--- src/rtl/synch_pkg.sv ---
// synch_pkg: sync FSM state encoding, comma patterns, valid ones-count bounds and a ones-count helper
package synch_pkg;
  localparam logic [1:0] LOSS_OF_SYNC  = 2'd0;
  localparam logic [1:0] COMMA_DETECT  = 2'd1;
  localparam logic [1:0] ACQUIRE_SYNC  = 2'd2;
  localparam logic [1:0] SYNC_ACQUIRED = 2'd3;
  localparam logic [6:0] COMMA_P = 7'b0011111;
  localparam logic [6:0] COMMA_N = 7'b1100000;
  localparam logic [3:0] ONES_MIN = 4'd4;
  localparam logic [3:0] ONES_MAX = 4'd6;
  function automatic logic [3:0] ones10(input logic [9:0] w);
    return 4'($countones(w));
  endfunction
endpackage

--- src/rtl/synch_lane.sv ---
// synch_lane: one lane sync FSM (pudi_i in; code_sync_o, rx_even_o, sudi_o, good_cgs_o, sync_loss_o, loss_cnt_o out)
module synch_lane
  import synch_pkg::*;
#(
  parameter int COMMA_ACQ  = 3,
  parameter int BAD_LIMIT  = 4,
  parameter int GOOD_LIMIT = 4,
  parameter int CNT_W      = 8
) (
  input  logic             clk,
  input  logic             rst,
  input  logic             pwr_i,
  input  logic             sd_i,
  input  logic             sc_i,
  input  logic             lb_i,
  input  logic [9:0]       pudi_i,
  output logic             code_sync_o,
  output logic             rx_even_o,
  output logic [9:0]       sudi_o,
  output logic [2:0]       good_cgs_o,
  output logic             sync_loss_o,
  output logic [CNT_W-1:0] loss_cnt_o
);
  localparam logic [2:0] CA = 3'(COMMA_ACQ);
  localparam logic [2:0] BL = 3'(BAD_LIMIT);
  localparam logic [2:0] GL = 3'(GOOD_LIMIT);
  logic [1:0] st_q, st_d;
  logic even_q, even_d, loss_q, loss_d;
  logic [2:0] ccnt_q, ccnt_d, bcnt_q, bcnt_d, good_q, good_d;
  logic [9:0] sudi_q;
  logic [CNT_W-1:0] lcnt_q;
  logic [3:0] ones;
  logic comma, cggood;
  assign ones = ones10(pudi_i);
  assign comma = pudi_i[9:3] == COMMA_P || pudi_i[9:3] == COMMA_N;
  assign cggood = ones >= ONES_MIN && ones <= ONES_MAX && !(comma && even_q);
  always_comb begin
    st_d = st_q;
    even_d = !even_q;
    ccnt_d = ccnt_q;
    bcnt_d = bcnt_q;
    good_d = good_q;
    loss_d = 1'b0;
    if (sc_i && !lb_i) begin
      st_d = LOSS_OF_SYNC;
      loss_d = st_q == SYNC_ACQUIRED;
      bcnt_d = '0;
      good_d = '0;
    end else case (st_q)
      LOSS_OF_SYNC: if (comma && (sd_i || lb_i)) begin
        st_d = COMMA_DETECT;
        ccnt_d = 3'd1;
        even_d = 1'b1;
      end
      COMMA_DETECT: st_d = !cggood || comma ? LOSS_OF_SYNC : ccnt_q == CA ? SYNC_ACQUIRED : ACQUIRE_SYNC;
      ACQUIRE_SYNC: if (comma && !even_q) begin
        st_d = COMMA_DETECT;
        ccnt_d = ccnt_q + 3'd1;
        even_d = 1'b1;
      end else if (!cggood) st_d = LOSS_OF_SYNC;
      default: if (!cggood) begin
        bcnt_d = bcnt_q + 3'd1;
        good_d = '0;
        if (bcnt_d == BL) begin
          st_d = LOSS_OF_SYNC;
          loss_d = 1'b1;
          bcnt_d = '0;
        end
      end else if (bcnt_q != '0) begin
        good_d = good_q + 3'd1;
        if (good_d == GL) begin
          bcnt_d = bcnt_q - 3'd1;
          good_d = '0;
        end
      end
    endcase
  end
  always_ff @(posedge clk) begin
    if (rst || pwr_i) begin
      st_q <= LOSS_OF_SYNC;
      even_q <= 1'b0;
      ccnt_q <= '0;
      bcnt_q <= '0;
      good_q <= '0;
      loss_q <= 1'b0;
      sudi_q <= '0;
    end else begin
      st_q <= st_d;
      even_q <= even_d;
      ccnt_q <= ccnt_d;
      bcnt_q <= bcnt_d;
      good_q <= good_d;
      loss_q <= loss_d;
      sudi_q <= pudi_i;
    end
  end
  always_ff @(posedge clk) begin
    if (rst) lcnt_q <= '0;
    else if (!pwr_i && loss_d && !(&lcnt_q)) lcnt_q <= lcnt_q + 1'b1;
  end
  assign code_sync_o = st_q == SYNC_ACQUIRED;
  assign rx_even_o = even_q;
  assign sudi_o = sudi_q;
  assign good_cgs_o = good_q;
  assign sync_loss_o = loss_q;
  assign loss_cnt_o = lcnt_q;
endmodule

--- src/rtl/synch_multilane.sv ---
// synch_multilane: LANES independent cl.36 sync lanes (PUDI in; CODE_SYNC, RX_EVEN, SUDI, GOOD_CGS, SYNC_LOSS, LOSS_CNT, ALL_SYNC out)
module synch_multilane
  import synch_pkg::*;
#(
  parameter int LANES      = 4,
  parameter int COMMA_ACQ  = 3,
  parameter int BAD_LIMIT  = 4,
  parameter int GOOD_LIMIT = 4,
  parameter int CNT_W      = 8
) (
  input  logic                   CLK,
  input  logic                   RESET,
  input  logic                   POWER,
  input  logic [LANES-1:0]       SIGNAL_DETECT,
  input  logic [LANES-1:0]       SIGNAL_CHANGE,
  input  logic [10*LANES-1:0]    PUDI,
  input  logic                   MR_LOOPBACK,
  output logic [LANES-1:0]       CODE_SYNC,
  output logic [LANES-1:0]       RX_EVEN,
  output logic [10*LANES-1:0]    SUDI,
  output logic [3*LANES-1:0]     GOOD_CGS,
  output logic                   ALL_SYNC,
  output logic [LANES-1:0]       SYNC_LOSS,
  output logic [CNT_W*LANES-1:0] LOSS_CNT
);
  logic all_q;
  for (genvar i = 0; i < LANES; i++) begin : g_lane
    synch_lane #(
      .COMMA_ACQ(COMMA_ACQ),
      .BAD_LIMIT(BAD_LIMIT),
      .GOOD_LIMIT(GOOD_LIMIT),
      .CNT_W(CNT_W)
    ) u_lane (
      .clk(CLK),
      .rst(RESET),
      .pwr_i(POWER),
      .sd_i(SIGNAL_DETECT[i]),
      .sc_i(SIGNAL_CHANGE[i]),
      .lb_i(MR_LOOPBACK),
      .pudi_i(PUDI[10*i+:10]),
      .code_sync_o(CODE_SYNC[i]),
      .rx_even_o(RX_EVEN[i]),
      .sudi_o(SUDI[10*i+:10]),
      .good_cgs_o(GOOD_CGS[3*i+:3]),
      .sync_loss_o(SYNC_LOSS[i]),
      .loss_cnt_o(LOSS_CNT[CNT_W*i+:CNT_W])
    );
  end
  always_ff @(posedge CLK) all_q <= RESET || POWER ? 1'b0 : &CODE_SYNC;
  assign ALL_SYNC = all_q;
endmodule

--- config.mk ---
export PLATFORM = sky130hd
export DESIGN_NAME = synch_multilane
export DESIGN_NICKNAME = d
export VERILOG_FILES = /design/src/rtl/synch_pkg.sv /design/src/rtl/synch_lane.sv /design/src/rtl/synch_multilane.sv
export SDC_FILE = /design/constraint.sdc
export NUM_CORES = 1
export LEC_CHECK = 0
export CORE_UTILIZATION = 35
export DETAILED_ROUTE_END_ITERATION = 6
export SETUP_SLACK_MARGIN = 0.5
export SYNTH_ARGS = -nofsm -noshare
export SYNTH_HDL_FRONTEND = slang
export SYNTH_HIERARCHICAL = 1
export SYNTH_SLANG_ARGS = --single-unit
--- constraint.sdc ---
create_clock -name CLK -period 11.8 [get_ports CLK]
set_clock_uncertainty 0.05 [all_clocks]
set_input_delay 2.36 -clock CLK [delete_from_list [all_inputs] [get_ports CLK]]
set_output_delay 2.36 -clock CLK [all_outputs]
set_load 0.005 [all_outputs]
## Word level (Yosys, flattened, before mapping)

Index checks and enable logic that the tools add are counted.
W data, S select, Z words.

- Logic and storage cells: 373
- Flip-flop bits (word level): 125
- Output and inout port bits: 97

- Muxes and demuxes: 104
- Bitwise operators: 8
- Reductions and logical operators: 108
- Add/sub/neg operators: 56
- $lt $le $gt $ge: 8
- Equal/unequal tests: 56

Operators with widths:

| operator | count |
|---|---|
| $mux W3 | 36 |
| $add A4 B4 Y4 | 16 |
| $mux W2 | 24 |
| $add A1 B1 Y2 | 20 |
| $add A3 B1 Y3 const B | 12 |
| $reduce_and A4 Y1 | 9 |
| $add A8 B1 Y8 const B | 4 |
| $logic_and A1 B1 Y1 | 32 |
| $mux W1 | 32 |
| $reduce_and A8 Y1 | 4 |
| $eq A7 B5 Y1 const B | 4 |
| $eq A7 B7 Y1 const B | 4 |
| $eq A3 B3 Y1 const B | 8 |
| $pmux W2 S3 | 4 |
| $pmux W3 S2 | 4 |
| $logic_not A1 Y1 | 18 |
| $eq A2 B2 Y1 const B | 8 |
| $ge A4 B3 Y1 const B | 4 |
| $le A4 B3 Y1 const B | 4 |
| $ne A2 B1 Y1 const B | 8 |
| $ne A2 B2 Y1 const B | 8 |
| $ne A4 B4 Y1 const B | 4 |
| $reduce_bool A4 Y1 | 4 |
| $logic_or A1 B1 Y1 | 13 |
| 13 further kinds | 56 |

## Longest topological paths before layout

- Word-level depth: 12
- Gate-level depth with buffers: 13
- Depth with buffers taken out: 12

## Modules after synthesis

Netlist, hierarchy kept.

By module, submodules not included:

| module | area each (µm²) | instances | cells each |
|---|---|---|---|
| synch_lane (g_lane[0].u_lane ...) | 1914.3 | 2 | 216 |
| synch_lane (g_lane[3].u_lane) | 1920.6 | 1 | 215 |
| synch_lane (g_lane[2].u_lane) | 1883.1 | 1 | 209 |
| synch_multilane | 36.3 | 1 | 3 |

## Least setup slack after synthesis

No wires, ideal clock.

- Path kind: input port to flip-flop
- From: in PUDI[20]
- To: reg g_lane[2].u_lane.lcnt_q[5]
- Stages: 12
- Buffers on the path: 0
- Setup time: 0.123 ns
- Slack: 5.726 ns
- Data arrival time: 5.901 ns
- Cells stage by stage: inv_1 -> fa_1 -> fa_1 -> fa_1 -> inv_1 -> ha_1 -> fa_1 -> a21oi_1 -> a32oi_2 -> o2111ai_4 -> a211oi_1 -> mux2_1

- Cells in the longest elaborated chain, start to end: 12
- Elaborated cells between the ends (all ways): 13

RTL lines:

| item | line | RTL |
|---|---|---|
| start, declared | synch_multilane.sv:16 | `input logic [10*LANES-1:0] PUDI,` |
| $add A1 B1 Y2 (implied by the code) * | synch_pkg.sv:12 | `return 4'($countones(w));` |
| $add A4 B4 Y4 (implied by the code) * (3 in a row) | synch_pkg.sv:12 |  |
| $ge A4 B3 Y1 / $le A4 B3 Y1 (equally long branches) | synch_lane.sv:36 | `assign cggood = ones >= ONES_MIN && ones <= ONES_MAX && !(comma && even_q);` |
| $logic_and A1 B1 Y1 * (2 in a row) | synch_lane.sv:36 |  |
| $mux W1 * | synch_lane.sv:61 | `default: if (!cggood) begin` |
| $mux W1 * | synch_lane.sv:49 | `end else case (st_q)` |
| $mux W1 * | synch_lane.sv:44 | `if (sc_i && !lb_i) begin` |
| $logic_and A1 B1 Y1 * (2 in a row) | synch_lane.sv:99 | `else if (!pwr_i && loss_d && !(&lcnt_q)) lcnt_q <= lcnt_q + 1'b1;` |
| end signal, assigned | synch_lane.sv:99 |  |
| end, declared | synch_lane.sv:31 | `logic [CNT_W-1:0] lcnt_q;` |

Mark *: on every way between the ends. The rest lies on a longest branch, timed or not.
A chain may end at the register's enable or synchronous reset.

## Worst setup path in the final report

- From: in PUDI[23]
- To: reg g_lane[2].u_lane.lcnt_q[5]

- Cells in the longest elaborated chain, start to end: 12
- Elaborated cells between the ends (all ways): 18

RTL lines:

| item | line |
|---|---|
| $add A1 B1 Y2 (implied by the code) | synch_pkg.sv:12 |
| $add A4 B4 Y4 (implied by the code) (3 in a row) | synch_pkg.sv:12 |
| $ge A4 B3 Y1 / $le A4 B3 Y1 (equally long branches) | synch_lane.sv:36 |
| $logic_and A1 B1 Y1 | synch_lane.sv:36 |
| $logic_and A1 B1 Y1 * | synch_lane.sv:36 |
| $mux W1 * | synch_lane.sv:61 |
| $mux W1 * | synch_lane.sv:49 |
| $mux W1 * | synch_lane.sv:44 |
| $logic_and A1 B1 Y1 * (2 in a row) | synch_lane.sv:99 |

Marks and branches as above.

==> run_results.csv <==
group,metric,value,unit
critical_path,criticalPathCategory,"in -> reg",
final_layout,area_growth,30.85,%
critical_path,critPathArrivalTime,6740,ps
synth,synth-main-ff-cell,"dfxtp_1",
flow_run,maxCapViolations,0,
power,p_total,0.001210,W
critical_path,cp_common_cell,"fa_1",
critical_path,slowest_stage,"clkdlybuf4s50_1",
hold_path,hp-class,"reg -> reg",
final_layout,final_common_cell,"clkdlybuf4s50_1",
global_route,grt_pass1_wl,30820,um
floorplanning,dieWidth,150.0,um
critical_path,cp_max_fo,10,
synth,yosys_warnings,6,
timing,setup_viol_count_final,0,
clocking,clock_sinks,125,
timing,finalWorstSetupSlack,5313,ps
synth,seq_area_frac_synth,0.3263,
final_layout,drive_gt1_frac,0.09649,
routing,vias,6602,
floorplanning,start_util,0.3614,
routing,routedWlPerCell,14.64,um
clocking,cts-root-buf,"clkbuf_16",
global_route,grt_pass1_vias,6313,
floorplanning,boundaryPins,149,
timing,timing.final.crit_share,0.5497,
floorplanning,core-area,21220,um2
final_layout,final_nets,1137,
power,power_density,120.5,nW/um2
placement,pre_cts_slack,4889,ps
placement,dp_hpwl,13900,um
synth,synth_edf_count,0,
routing,antenna_left,0,
global_route,grt_max_degree,62,
timing,fmax,0.1542,GHz
clocking,cts_tree,"built",
outcome,status,"completed",
timing,tightest_slew,760.3,ps
synth,netlist_area,7669,um2
global_route,antenna_found_initial,0,
timing,finalHoldViolCount,0,
placement,numPortBuffers,148,
synth,synth-async-reset-ratio,0,
power,p_leak,3.837,nW
timing,rsz0062_at_grt,"no",
synth,synth_nets,983,
critical_path,max_stage_delay,540,ps
final_layout,final_cell_mix,"clkdlybuf4s50_1 (147), dfxtp_1 (125), nor2_1 (95)",
critical_path,worstPathRequired,12050,ps
timing,slew_headroom,0.4915,
synth,synth_seq_cells,125,
clocking,postCtsHoldBufs,0,
clocking,clock_latency,420,ps
routing,routed_wl,19040,um
routing,via_per_inst,5.075,
clocking,cts_resized,0,
timing,fin_tns_setup,0,ps
clocking,cts_made_buffers,17,
routing,drcViolationCount,0,
critical_path,crit_path_end_kind,"flip-flop",
global_route,overflow,0,
final_layout,antenna_cells,0,
timing,drv_slew,0,
critical_path,path_cells,"clkdlybuf4s50_1 -> inv_1 -> fa_1 -> fa_1 -> fa_1 -> inv_1 -> ha_1 -> fa_1 -> a21oi_1 -> a32oi_2 -> o2111ai_4 -> a211oi_1 -> mux2_1",
global_route,track_usage,0.1719,
synth,synth_cells,859,
timing,finalCriticalPeriod,6487,ps
synth,avgSynthCellArea,8.927,um2
floorplanning,rows,53,
critical_path,worstSetupStartpointType,"input pin",
routing,drtIter0Drc,262,
clocking,cts_max_path_buffers,2,
final_layout,fillers,2068,
power,vdd_drop_max,0.08373,mV
clocking,cts_setup_buffers,0,
floorplanning,die_y,150.0,um
routing,first_pass_iters,7,
floorplanning,die-area,22510,um2
synth,ys_types,85,
placement,gp_congestion,0.7978,
clocking,clkSlewWorstSetupHoldPaths,60,ps
clocking,htreeDepth,4,
==> layout make-up <==
class                   instances  area [um2]  share of cell area
clock inverters                11       116.4             0.01160
flip-flops and latches        125        2502              0.2494
inverters                      84       315.3             0.03142
well taps                     275       344.1             0.03429
repair buffers                151        1499              0.1494
multi-input cells             634        4787              0.4771
clock buffers                  21       470.5             0.04688
==> through the flow <==
stage	instances	utilization	area (um2)	hold WS, ps
5_1_grt	1301	0.4729	10030	424.8
4_1_cts	1301	0.4729	10030	405.7
3_5_place_dp	1269	0.4452	9448	398.1
2_1_floorplan	859	-	7669	386.3
3_3_place_gp	1269	0.4452	9448	400.3
6_report	1301	0.4729	10030	403.1
==> report_power, final <==
group | leakage, nW | switching [W] | total [W] | internal [W]
Sequential | 1.01 | 0.00000293 | 0.000431 | 0.000429
Clock | 0.285 | 0.000195 | 0.000521 | 0.000326
Combinational | 2.54 | 0.000154 | 0.000257 | 0.000103
Total | 3.84 | 0.000352 | 0.00121 | 0.000858
==> synth_stat cells, types with 4 or more instances <==
library cell,n,area [um2]
a22oi_1,6,45.04
nand2b_1,17,106.4
a21boi_0,12,90.09
a21o_1,5,37.54
a21bo_2,4,40.04
dfxtp_1,125,2502
o21a_1,5,37.54
mux2_1,11,123.9
mux2_2,9,101.4
nor3_1,15,75.07
o31ai_1,5,37.54
and2_1,17,106.4
a21oi_1,63,315.3
nor4_1,4,25.02
a32oi_1,5,43.79
o2111ai_1,5,43.79
ha_1,48,600.6
or3_1,6,37.54
nor2b_1,32,200.2
and3_1,10,62.56
clkbuf_1,11,41.29
nand4_1,13,81.33
nand3_1,34,170.2
o211ai_1,5,37.54
nor2_1,95,356.6
inv_1,81,304.0
nand2_1,41,153.9
a211oi_1,13,97.59
or2_2,5,31.28
xor2_1,4,35.03
a31oi_1,5,31.28
fa_1,24,480.5
o21ai_0,22,110.1
a211o_1,5,43.79
==> registers in the layout, indices dropped and copies added, names as in the netlist <==
| register | count |
|---|---|
| ALL_SYNC | 1 |
| g_lane.u_lane/bcnt_q | 12 |
| g_lane.u_lane/ccnt_q | 12 |
| g_lane.u_lane/good_cgs_o | 12 |
| g_lane.u_lane/loss_cnt_o | 32 |
| g_lane.u_lane/rx_even_o | 4 |
| g_lane.u_lane/st_q | 8 |
| g_lane.u_lane/sudi_o | 40 |
| g_lane.u_lane/sync_loss_o | 4 |
==> worst max-delay path: cells and delay by family <==
| family | cells | cell delay (ps) |
|---|---|---|
| adders and majority gates | 5 | 2150 |
| AOI/OAI and AO/OA | 4 | 1190 |
| buffers and inverters | 3 | 670 |
| muxes | 1 | 360 |
==> final timing paths <==
check / from / end / depth (start not counted) / slack, ps
worst max-delay path: PUDI[23] / g_lane[2].u_lane/loss_cnt_o[5] / 13 / 5310
worst min register to register: g_lane[3].u_lane/ccnt_q[2] / g_lane[3].u_lane/ccnt_q[2] / 2 / 400
worst max register to register: g_lane[2].u_lane/loss_cnt_o[0] / g_lane[2].u_lane/loss_cnt_o[5] / 6 / 9420
worst min-delay path: g_lane[3].u_lane/ccnt_q[2] / g_lane[3].u_lane/ccnt_q[2] / 2 / 400
==> layer usage <==
metal | routed length (um) | part of all wire | track usage | vias to the layer above
met5 | 0 | 0 | 0 | -
met4 | 241 | 0.013 | 0.05657 | 0
met3 | 891 | 0.047 | 0.03720 | 17
met2 | 8966 | 0.47 | 0.2831 | 132
met1 | 8943 | 0.47 | 0.2216 | 3107
li1 | - | - | - | 3346
==> kinds of logic (layout without fill, tap and decap cells) <==
kind of cell,count (synthesis),count (layout),share of synthesized area
adders and majority gates,72,72,0.1410
xor gates and xnor gates,7,7,0.007995
and+or+nand+nor,328,328,0.2376
DFF,125,125,0.3263
muxes,20,20,0.02937
buffers and inverters,100,267,0.04944
AOI/OAI and AO/OA,207,207,0.2084
Power figures use the tool's default switching activity.
